### config.mk
export PLATFORM = sky130hd
export DESIGN_NAME = store_buffer
export DESIGN_NICKNAME = d
export VERILOG_FILES = /design/src/rtl/store_buffer.sv
export SDC_FILE = /design/constraint.sdc
export NUM_CORES = 1
export LEC_CHECK = 0
export CAP_MARGIN = 20
export CORE_UTILIZATION = 50
export DETAILED_ROUTE_END_ITERATION = 12
export GPL_TIMING_DRIVEN = 0
export PLACE_DENSITY_LB_ADDON = 0.2
export SKIP_LAST_GASP = 1
export SLEW_MARGIN = 20
export SYNTH_ARGS = -nofsm -noshare
export SYNTH_HDL_FRONTEND = slang
export SYNTH_SLANG_ARGS = --single-unit
### constraint.sdc
create_clock -name clk -period 6.2 [get_ports clk]
set_input_delay 1.55 -clock clk [delete_from_list [all_inputs] [get_ports clk]]
set_output_delay 1.55 -clock clk [all_outputs]
set_load 0.01 [all_outputs]
### src/rtl/store_buffer.sv
// store_buffer: in-order write buffer between the MEM stage and data memory.
// Stores are queued with their word address, byte mask and lane-aligned data,
// then drained one per memAck in push order. Loads that hit a pending entry
// stall until the entry drains.
// Optional feature: define STB_FORWARD_EN to forward a full-word (byteEnable ==
// 4'b1111) youngest matching entry straight to the load instead of stalling.
module store_buffer #(
  parameter int unsigned DEPTH = 4
) (
  input  logic        clk,
  input  logic        reset,
  input  logic        MemWriteM,
  input  logic        MemReadM,
  input  logic [31:0] ALUResultM,
  input  logic [31:0] WriteDataM,
  input  logic [3:0]  byteEnable,
  output logic        stallM,
  output logic        fwdValid,
  output logic [31:0] fwdData,
  output logic        memReq,
  output logic [31:0] memAddr,
  output logic [31:0] memWData,
  output logic [3:0]  memBE,
  input  logic        memAck,
  output logic        empty
);

  localparam int unsigned PtrW = (DEPTH > 1) ? $clog2(DEPTH) : 1;
  localparam int unsigned CntW = PtrW + 1;
  localparam logic [CntW-1:0] FullCount = CntW'(DEPTH);

  // Queue pointers and occupancy
  logic [PtrW-1:0] head_q, head_d;
  logic [PtrW-1:0] tail_q, tail_d;
  logic [CntW-1:0] count_q, count_d;
  logic [DEPTH-1:0] valid_q, valid_d;

  // Entry storage (contents are don't-care while the entry is invalid)
  logic [29:0] addr_q [DEPTH];
  logic [29:0] addr_d [DEPTH];
  logic [3:0]  be_q   [DEPTH];
  logic [3:0]  be_d   [DEPTH];
  logic [31:0] data_q [DEPTH];
  logic [31:0] data_d [DEPTH];

  logic        full;
  logic        store_req;
  logic        push;
  logic        pop;
  logic [4:0]  shamt;
  logic [31:0] shifted_data;
  logic        match;
  logic        load_match;
  logic        fwd_hit;
  logic [PtrW-1:0] scan_idx;

  // Low address bits only select lanes, which byteEnable already encodes
  logic        unused_addr_lsb;
  assign unused_addr_lsb = ^ALUResultM[1:0];

  assign full      = (count_q == FullCount);
  assign empty     = (count_q == '0);
  assign store_req = MemWriteM && (byteEnable != 4'b0000);
  assign push      = store_req && !full;
  assign pop       = !empty && memAck;

  // Lane shift from the lowest set bit of the byte mask
  always_comb begin
    shamt = 5'd0;
    casez (byteEnable)
      4'b???1: shamt = 5'd0;
      4'b??10: shamt = 5'd8;
      4'b?100: shamt = 5'd16;
      4'b1000: shamt = 5'd24;
      default: shamt = 5'd0;
    endcase
  end

  assign shifted_data = WriteDataM << shamt;

  // Address match scan, oldest to youngest so the last hit is the youngest
`ifdef STB_FORWARD_EN
  logic [3:0]  match_be;
  logic [31:0] match_data;

  always_comb begin
    match      = 1'b0;
    match_be   = 4'b0000;
    match_data = 32'h0;
    scan_idx   = head_q;
    for (int k = 0; k < DEPTH; k++) begin
      scan_idx = head_q + PtrW'(k);
      if (valid_q[scan_idx] && (addr_q[scan_idx] == ALUResultM[31:2])) begin
        match      = 1'b1;
        match_be   = be_q[scan_idx];
        match_data = data_q[scan_idx];
      end
    end
  end

  assign load_match = MemReadM && match;
  assign fwd_hit    = load_match && (match_be == 4'b1111);
  assign fwdValid   = fwd_hit;
  assign fwdData    = fwd_hit ? match_data : 32'h0;
`else
  always_comb begin
    match    = 1'b0;
    scan_idx = head_q;
    for (int k = 0; k < DEPTH; k++) begin
      scan_idx = head_q + PtrW'(k);
      if (valid_q[scan_idx] && (addr_q[scan_idx] == ALUResultM[31:2])) begin
        match = 1'b1;
      end
    end
  end

  assign load_match = MemReadM && match;
  assign fwd_hit    = 1'b0;
  assign fwdValid   = 1'b0;
  assign fwdData    = 32'h0;
`endif

  // A full buffer stalls a store even if the head pops this cycle
  assign stallM = (store_req && full) || (load_match && !fwd_hit);

  // Memory side is driven straight from the head entry
  assign memReq   = !empty;
  assign memAddr  = memReq ? {addr_q[head_q], 2'b00} : 32'h0;
  assign memWData = memReq ? data_q[head_q] : 32'h0;
  assign memBE    = memReq ? be_q[head_q] : 4'b0000;

  // Next-state for pointers, occupancy and entry storage
  always_comb begin
    head_d  = head_q;
    tail_d  = tail_q;
    count_d = count_q;
    valid_d = valid_q;
    addr_d  = addr_q;
    be_d    = be_q;
    data_d  = data_q;

    if (pop) begin
      head_d           = head_q + PtrW'(1);
      valid_d[head_q]  = 1'b0;
    end

    if (push) begin
      tail_d           = tail_q + PtrW'(1);
      valid_d[tail_q]  = 1'b1;
      addr_d[tail_q]   = ALUResultM[31:2];
      be_d[tail_q]     = byteEnable;
      data_d[tail_q]   = shifted_data;
    end

    case ({push, pop})
      2'b10:   count_d = count_q + CntW'(1);
      2'b01:   count_d = count_q - CntW'(1);
      default: count_d = count_q;
    endcase
  end

  // Control state, cleared asynchronously so pending stores are discarded
  always_ff @(posedge clk or posedge reset) begin
    if (reset) begin
      head_q  <= '0;
      tail_q  <= '0;
      count_q <= '0;
      valid_q <= '0;
    end else begin
      head_q  <= head_d;
      tail_q  <= tail_d;
      count_q <= count_d;
      valid_q <= valid_d;
    end
  end

  // Entry payload needs no reset; validity lives in valid_q
  always_ff @(posedge clk) begin
    addr_q <= addr_d;
    be_q   <= be_d;
    data_q <= data_d;
  end

endmodule

**Yosys cells after proc, flatten, opt, wreduce, memory -nomap -nowiden**

Cells that the tools add are included.

- Add/subtract/negate cells: 6
- Magnitude comparators: 13
- Eq/ne operators: 10
- Shifts and indexed selects: 1
- Muxes and demuxes: 50
- Bitwise logic cells: 8
- Reduce and logical (&&, ||, !) cells: 18

Operators with widths:

| operator | number |
|---|---|
| $mux 30 | 9 |
| $bmux 30 s2 | 4 |
| $mux 32 | 5 |
| $bwmux 128 | 1 |
| $bwmux 120 | 1 |
| $eq 30x30->1 | 4 |
| $bmux 32 s2 | 1 |
| $demux 32 s2 | 1 |
| $demux 30 s2 | 1 |
| $shl 32x5->32 | 1 |
| $mux 4 | 6 |
| $bwmux 16 | 1 |
| $ge 3x3->1 const B | 5 |
| $lt 2x3->1 const B | 5 |
| $not 2->3 | 5 |
| $pmux 5 s3 | 1 |
| $logic_and 1x1->1 | 12 |
| $mux 1 | 10 |
| $bmux 1 s2 | 4 |
| $bmux 4 s2 | 1 |
| $demux 4 s2 | 1 |
| $eq 3x3->1 const B | 2 |
| $pmux 3 s2 | 1 |
| $add 2x1->2 const B | 2 |
| 17 further kinds | 22 |

- Bits in registers: 275
- Bits of input ports: 73
- Output and inout bits: 104
- Word-level logic and storage cells: 122

**Depth between registers and ports, before layout**

- Depth in word-level cells: 12
- Mapped depth: 19
- Depth with buffers taken out: 9

**Least setup slack after synthesis**

OpenSTA, ideal clock, no wires.

- Kind: register -> output
- Start point: register head_q[1]
- End point: output port stallM
- Arrival time: 3.910 ns
- Required time: 4.650 ns
- Slack: 0.740 ns
- Stages on the path, launching flop included: 18
- Path buffers: 9
- Cells stage by stage: dfrtp_1 > buf_4 > buf_2 > buf_2 > buf_2 > buf_2 > buf_2 > inv_1 > ha_1 > buf_2 > buf_2 > buf_2 > mux4_2 > xor2_1 > nor4_1 > o2111ai_1 > o31a_1 > nand4_1

- Cells in the longest elaborated chain, start to end: 12
- Elaborated cells between the ends (all ways): 41
- Those cells by class: 3 x add/sub; 4 x eq/ne; 24 x mux; 4 x bitwise; 6 x reduce/logical

Ends and longest elaborated chain:

| item | RTL line | source |
|---|---|---|
| start: declaration | 33 | `logic [PtrW-1:0] head_q, head_d;` |
| start signal: assignment | 165 | `head_q <= '0;` |
| start signal: assignment | 170 | `head_q <= head_d;` |
| $add 2x1->2 or $not 2->3 (tied branches) | 110, 111 |  |
| $not 2->3 (implied by the code) or $bmux 30 s2 (tied branches) | 111 | `if (valid_q[scan_idx] && (addr_q[scan_idx] == ALUResultM[31:2])) begin` |
| $bmux 30 s2 or $mux 30 (tied branches) | 111 |  |
| $mux 30 (implied by the code) | 111 |  |
| $mux 30 (implied by the code) or $eq 30x30->1 (tied branches) | 111 |  |
| $eq 30x30->1 or $logic_and 1x1->1 (tied branches) | 111 |  |
| $logic_and 1x1->1 or $mux 1 (tied branches) | 111 |  |
| $mux 1 (2 in series) | 111 |  |
| $mux 1 (*) | 111 |  |
| $logic_and 1x1->1 (*) | 117 | `assign load_match = MemReadM && match;` |
| $logic_or 1x1->1 (*) | 124 | `assign stallM = (store_req && full) \|\| (load_match && !fwd_hit);` |
| end: declaration | 17 | `output logic stallM,` |

Every way passes the cells marked *; elsewhere a longest branch is shown, timed or not. The select of a mux whose other input is x is not followed.

**Worst setup path in the final report**

- Start point: register head_q[0]
- End point: output port stallM

- Elaborated cells between the ends (all ways): 41
- Those cells by class: 3 x add/sub; 4 x eq/ne; 24 x mux; 4 x bitwise; 6 x reduce/logical

RTL lines:

| item | RTL line | source |
|---|---|---|
| $add 2x2->2 (*) | 110 | `scan_idx = head_q + PtrW'(k);` |
| named net scan_idx[0] | 55 | `logic [PtrW-1:0] scan_idx;` |
| $not 2->3 (implied by the code) | 111 |  |
| $bmux 30 s2 | 111 |  |
| $mux 30 (implied by the code) (2 in series) | 111 |  |
| $eq 30x30->1 | 111 |  |
| $logic_and 1x1->1 (*) | 111 |  |
| $mux 1 (*) | 111 |  |
| $logic_and 1x1->1 (*) | 117 |  |
| $logic_or 1x1->1 (*) | 124 |  |

Mark *: on every way through the listed nets, which the timed path passes. The rest lies on a longest branch. The select of a mux whose other input is x is not followed.

==> metrics.md <==
| Metric | Value |
|---|---|
| Max-slew violations | 0 |
| Post-Place Cell Area | 0.0177 mm^2 |
| Die Width | roughly 180 um |
| Global-route wire length before repair | between 60 and 70 mm |
| Cts hold-fix bufs | 0 |
| Clock root buffer | clkbuf_16 |
| Num CTS Buffers | 30 |
| Port bufs | around 140 |
| Ys flop type | edfxtp_1 |
| Pin count of the biggest net entering global routing | 47 |
| Design area | 0.0191 mm^2 |
| Fmax | ~0.16 GHz |
| Avg Inst Size Synth | between 10 and 15 um^2 |
| CP Max Fanout | 11 |
| Overall power | just over 10000 uW |
| Vias | 10.5k |
| Core Box Area | around 0.03 mm^2 |
| Post-DP HPWL | 31.6 mm |
| Clock Pin Slew Worst Setup and Hold Paths | about 0.06 ns |
| Critical path origin | head_q[0] |
| Startpoint types | flip-flop |
| CTS max path bufs | 3 |
| Number of flops mapped to enable cells by yosys | around 260 |
| GR Util All Layers | between 20% and 30% |
| Run status | complete, no violations |
| FF-to-FF Start | head_q[0] |
| Worst vdd ir | 323 uV |
| Layout net count | 1367 |
| Fin cells | around 1.7k |
| Routed Antenna Nets | 0 |
| Die Y | roughly 180 um |
| Final setup viols | 0 |
| WL per Instance | roughly 27 um |
| Iter 0 DRT Violations | ~1.2k |
| Synthesized flop and latch total | between 200 and 300 |
| Dpl cells | 1632 |
| CTS tree | yes |
| Clk_skew | between 0.02 and 0.03 ns |
| Cell Area, Synth | between 0.015 and 0.02 mm^2 |
| # clock sinks | around 280 |
| Vias in the first global route | slightly above 10k |
| FF-to-FF End | head_q[1] |
| Clk_lat worst skew | 0.59 ns |
| Worst Tran Pin Value | just over 0.8 ns |
| Async SR Flop Fraction | 4.00% |
| Total Wirelength | around 46 mm |
| I/O pin count | roughly 180 |
| Drt pass-1 iters | 6 |
| CTS H-tree lvls | 1 |
| Leak pwr | approximately 0.0067 uW |
| Residual DRC | 0 |
| Max Cap Violations | 0 |
| Critical Path Sink Type | output pin |
| Critical Path AT | 4.58 ns |
| FP Rows | between 60 and 70 |
| Hold WS | between 0.4 and 0.5 ns |
| Worst slew margin | between 40% and 50% |
| Cell Pwr Density | 544 mW/mm^2 |
| Die Footprint | about 0.032 mm^2 |
| Area delta synth->final | 22.8% |
| GPL Wtd Cong | ~0.96 |
| Sequential share of the synthesized area | a little over half |
| R2R Setup Slk | approximately 3.6 ns |
| Share of cells above drive strength 1 | 21.7% |
| Min cycle time layout | between 6 and 7 ns |
| Critical path required time | between 4 and 5 ns |
| Unrepaired setup endpoints after global routing | no |
| Vias/cell | 6.20 |
| Initial Util | about half |
| Library cells used by synthesis | 58 |
| Synth warn | 0 |
| Hold Violations, Final | 0 |
| Worst Path Class, Setup | flip-flop to output pin |
| CP endpoint | stallM |
| Syn Inst Count | approximately 1.1k |
| Hold WC Path Type | flip-flop to flip-flop |
| Tcrit/Tclk final | a little over nine tenths |
| Total gr overflow | 0 |
| Initial antenna violation count | 3 |
| Worst Reg-to-Reg Cells | 13 |
| Diodes inserted | 0 |
[timing repair]
item,CTS,global route
endpoints found under the setup margin,1,1
buffers inserted,8,9
gates resized for setup,89,7
gates cloned,1,0
pin swaps,6,5
[synthesized netlist by cell type, drive strengths merged (3+ instances only)]
| master | instances | share of area [%] |
|---|---|---|
| o21ai | 23 | 0.74 |
| clkbuf | 29 | 0.70 |
| ha | 9 | 0.72 |
| o221ai | 3 | 0.17 |
| a211oi | 3 | 0.14 |
| a2111oi | 5 | 0.28 |
| o2111ai | 6 | 0.34 |
| o22ai | 8 | 0.32 |
| a21o | 4 | 0.19 |
| buf | 81 | 3.5 |
| a21oi | 28 | 0.90 |
| dfrtp | 11 | 1.8 |
| a22oi | 6 | 0.29 |
| xnor2 | 78 | 4.4 |
| mux4 | 123 | 18 |
| nor4 | 10 | 0.44 |
| nor3 | 3 | 0.097 |
| o2bb2ai | 5 | 0.28 |
| nor2b | 3 | 0.12 |
| a31oi | 5 | 0.20 |
| and2 | 65 | 2.6 |
| inv | 14 | 0.34 |
| mux2 | 6 | 0.43 |
| nand4 | 19 | 0.76 |
| nand2 | 71 | 1.7 |
| xor2 | 32 | 1.8 |
| and3 | 19 | 0.76 |
| edfxtp | 264 | 51 |
| nor2 | 18 | 0.43 |
| mux2i | 80 | 5.1 |
| nand3 | 5 | 0.16 |
[how the worst min path moves through the flow]
stage / startpoint / end / slack [ns] / cells past startpoint
after global placement: count_q[0] / count_q[0] / 0.48 / 1
after floorplan: count_q[0] / count_q[0] / 0.46 / 1
after CTS: count_q[0] / count_q[0] / 0.49 / 1
after detailed placement: count_q[0] / count_q[0] / 0.48 / 1
after global routing: count_q[0] / count_q[0] / 0.51 / 1
final: count_q[0] / count_q[0] / 0.49 / 1
[per-stage QoR]
| stage | TNS [ns] | utilization [%] | worst slack, ns |
|---|---|---|---|
| 6_report | 0 | 62.4 | 0.0709 |
| 3_3_place_gp | -57.19 | 57.4 | -1.87 |
| 4_1_cts | 0 | 62.3 | 0.0342 |
| 2_1_floorplan | 0 | - | 0.740 |
| 3_5_place_dp | -1.89 | 57.8 | -1.89 |
| 5_1_grt | 0 | 62.4 | 0.0178 |
[layer usage]
layer	GRT usage, %	vias up	part of all wire, %
li1	-	4523	-
met2	47.6	576	48
met3	6.63	112	8.5
met5	0	-	0.088
met4	13.8	6	4.7
met1	37.8	5299	38
[critical path, stage by stage, from the launching register on]
cell and delay (ns):
dfrtp_1 0.42, buf_12 0.14, buf_12 0.16, buf_12 0.14, clkinv_4 0.08, buf_6 0.17, buf_6 0.17, ha_1 0.31
buf_6 0.15, buf_4 0.16, mux2_2 0.23, o21ai_0 0.19, a311oi_2 0.37, nand3_1 0.15, or4_4 0.57, o31a_1 0.26
nand4_1 0.14, buf_2 0.16
[layout make-up]
| class | instances | area (um^2) |
|---|---|---|
| Timing Repair Buffer | 161 | 1660 |
| Fill cell | 2310 | 11500 |
| Multi-Input combinational cell | 693 | 6980 |
| Sequential cell | 275 | 8200 |
| Tap cell | 396 | 495 |
| Clock buffer | 33 | 762 |
| Buffer | 108 | 820 |
| Inverter | 15 | 61.3 |
| Clock inverter | 16 | 118 |
[report_power, final]
group / total, uW / internal, uW / leakage, uW / switching [uW]
combinational: 6100 / 3040 / 0.00371 / 3060
sequential: 2660 / 2460 / 0.00255 / 202
clock: 1620 / 914 / 0.000430 / 708
total: 10400 / 6420 / 0.00670 / 3970
[sequential cells by signal, indices dropped and copies added, names as in the netlist]
name,cells
data_q,128
tail_q,2
addr_q,120
count_q,3
be_q,16
valid_q,4
head_q,2
[cell usage in the layout, fill, tap and decap left out, drive strengths merged, types with 2 or more instances in the layout]
| master | netlist | final |
|---|---|---|
| a221o | 2 | 2 |
| nor2 | 18 | 18 |
| a222oi | 2 | 2 |
| nand4 | 19 | 19 |
| mux2 | 6 | 6 |
| or4 | 2 | 2 |
| clkinv | 1 | 16 |
| o2111ai | 6 | 6 |
| a22oi | 6 | 6 |
| o22ai | 8 | 8 |
| a2111oi | 5 | 5 |
| inv | 14 | 14 |
| a211oi | 3 | 3 |
| conb | 1 | 35 |
| mux4 | 123 | 123 |
| nor2b | 3 | 3 |
| o2bb2ai | 5 | 5 |
| o21ai | 23 | 23 |
| a21o | 4 | 4 |
| nor3 | 3 | 3 |
| xnor2 | 78 | 78 |
| a21oi | 28 | 28 |
| and3 | 19 | 19 |
| a31oi | 5 | 5 |
| xor2 | 32 | 32 |
| o221ai | 3 | 3 |
| dfrtp | 11 | 11 |
| clkdlybuf4s50 | 0 | 138 |
| mux2i | 80 | 80 |
| and2 | 65 | 65 |
| nor4 | 10 | 10 |
| nand3 | 5 | 5 |
| clkbuf | 29 | 63 |
| edfxtp | 264 | 264 |
| buf | 81 | 100 |
| nand2 | 71 | 71 |
| ha | 9 | 9 |
[kinds of logic after synthesis]
group	count (synthesis)	synth area share, %
other	1	0.0241
xor gates and xnor gates	110	6.20
adders and majority gates	10	0.853
buffers and inverters	125	4.55
DFF	275	52.7
muxes	209	23.6
and+or+nand+nor	219	7.39
AOI/OAI and AO/OA	110	4.67
No activity file was read; power rests on OpenSTA's default activity.
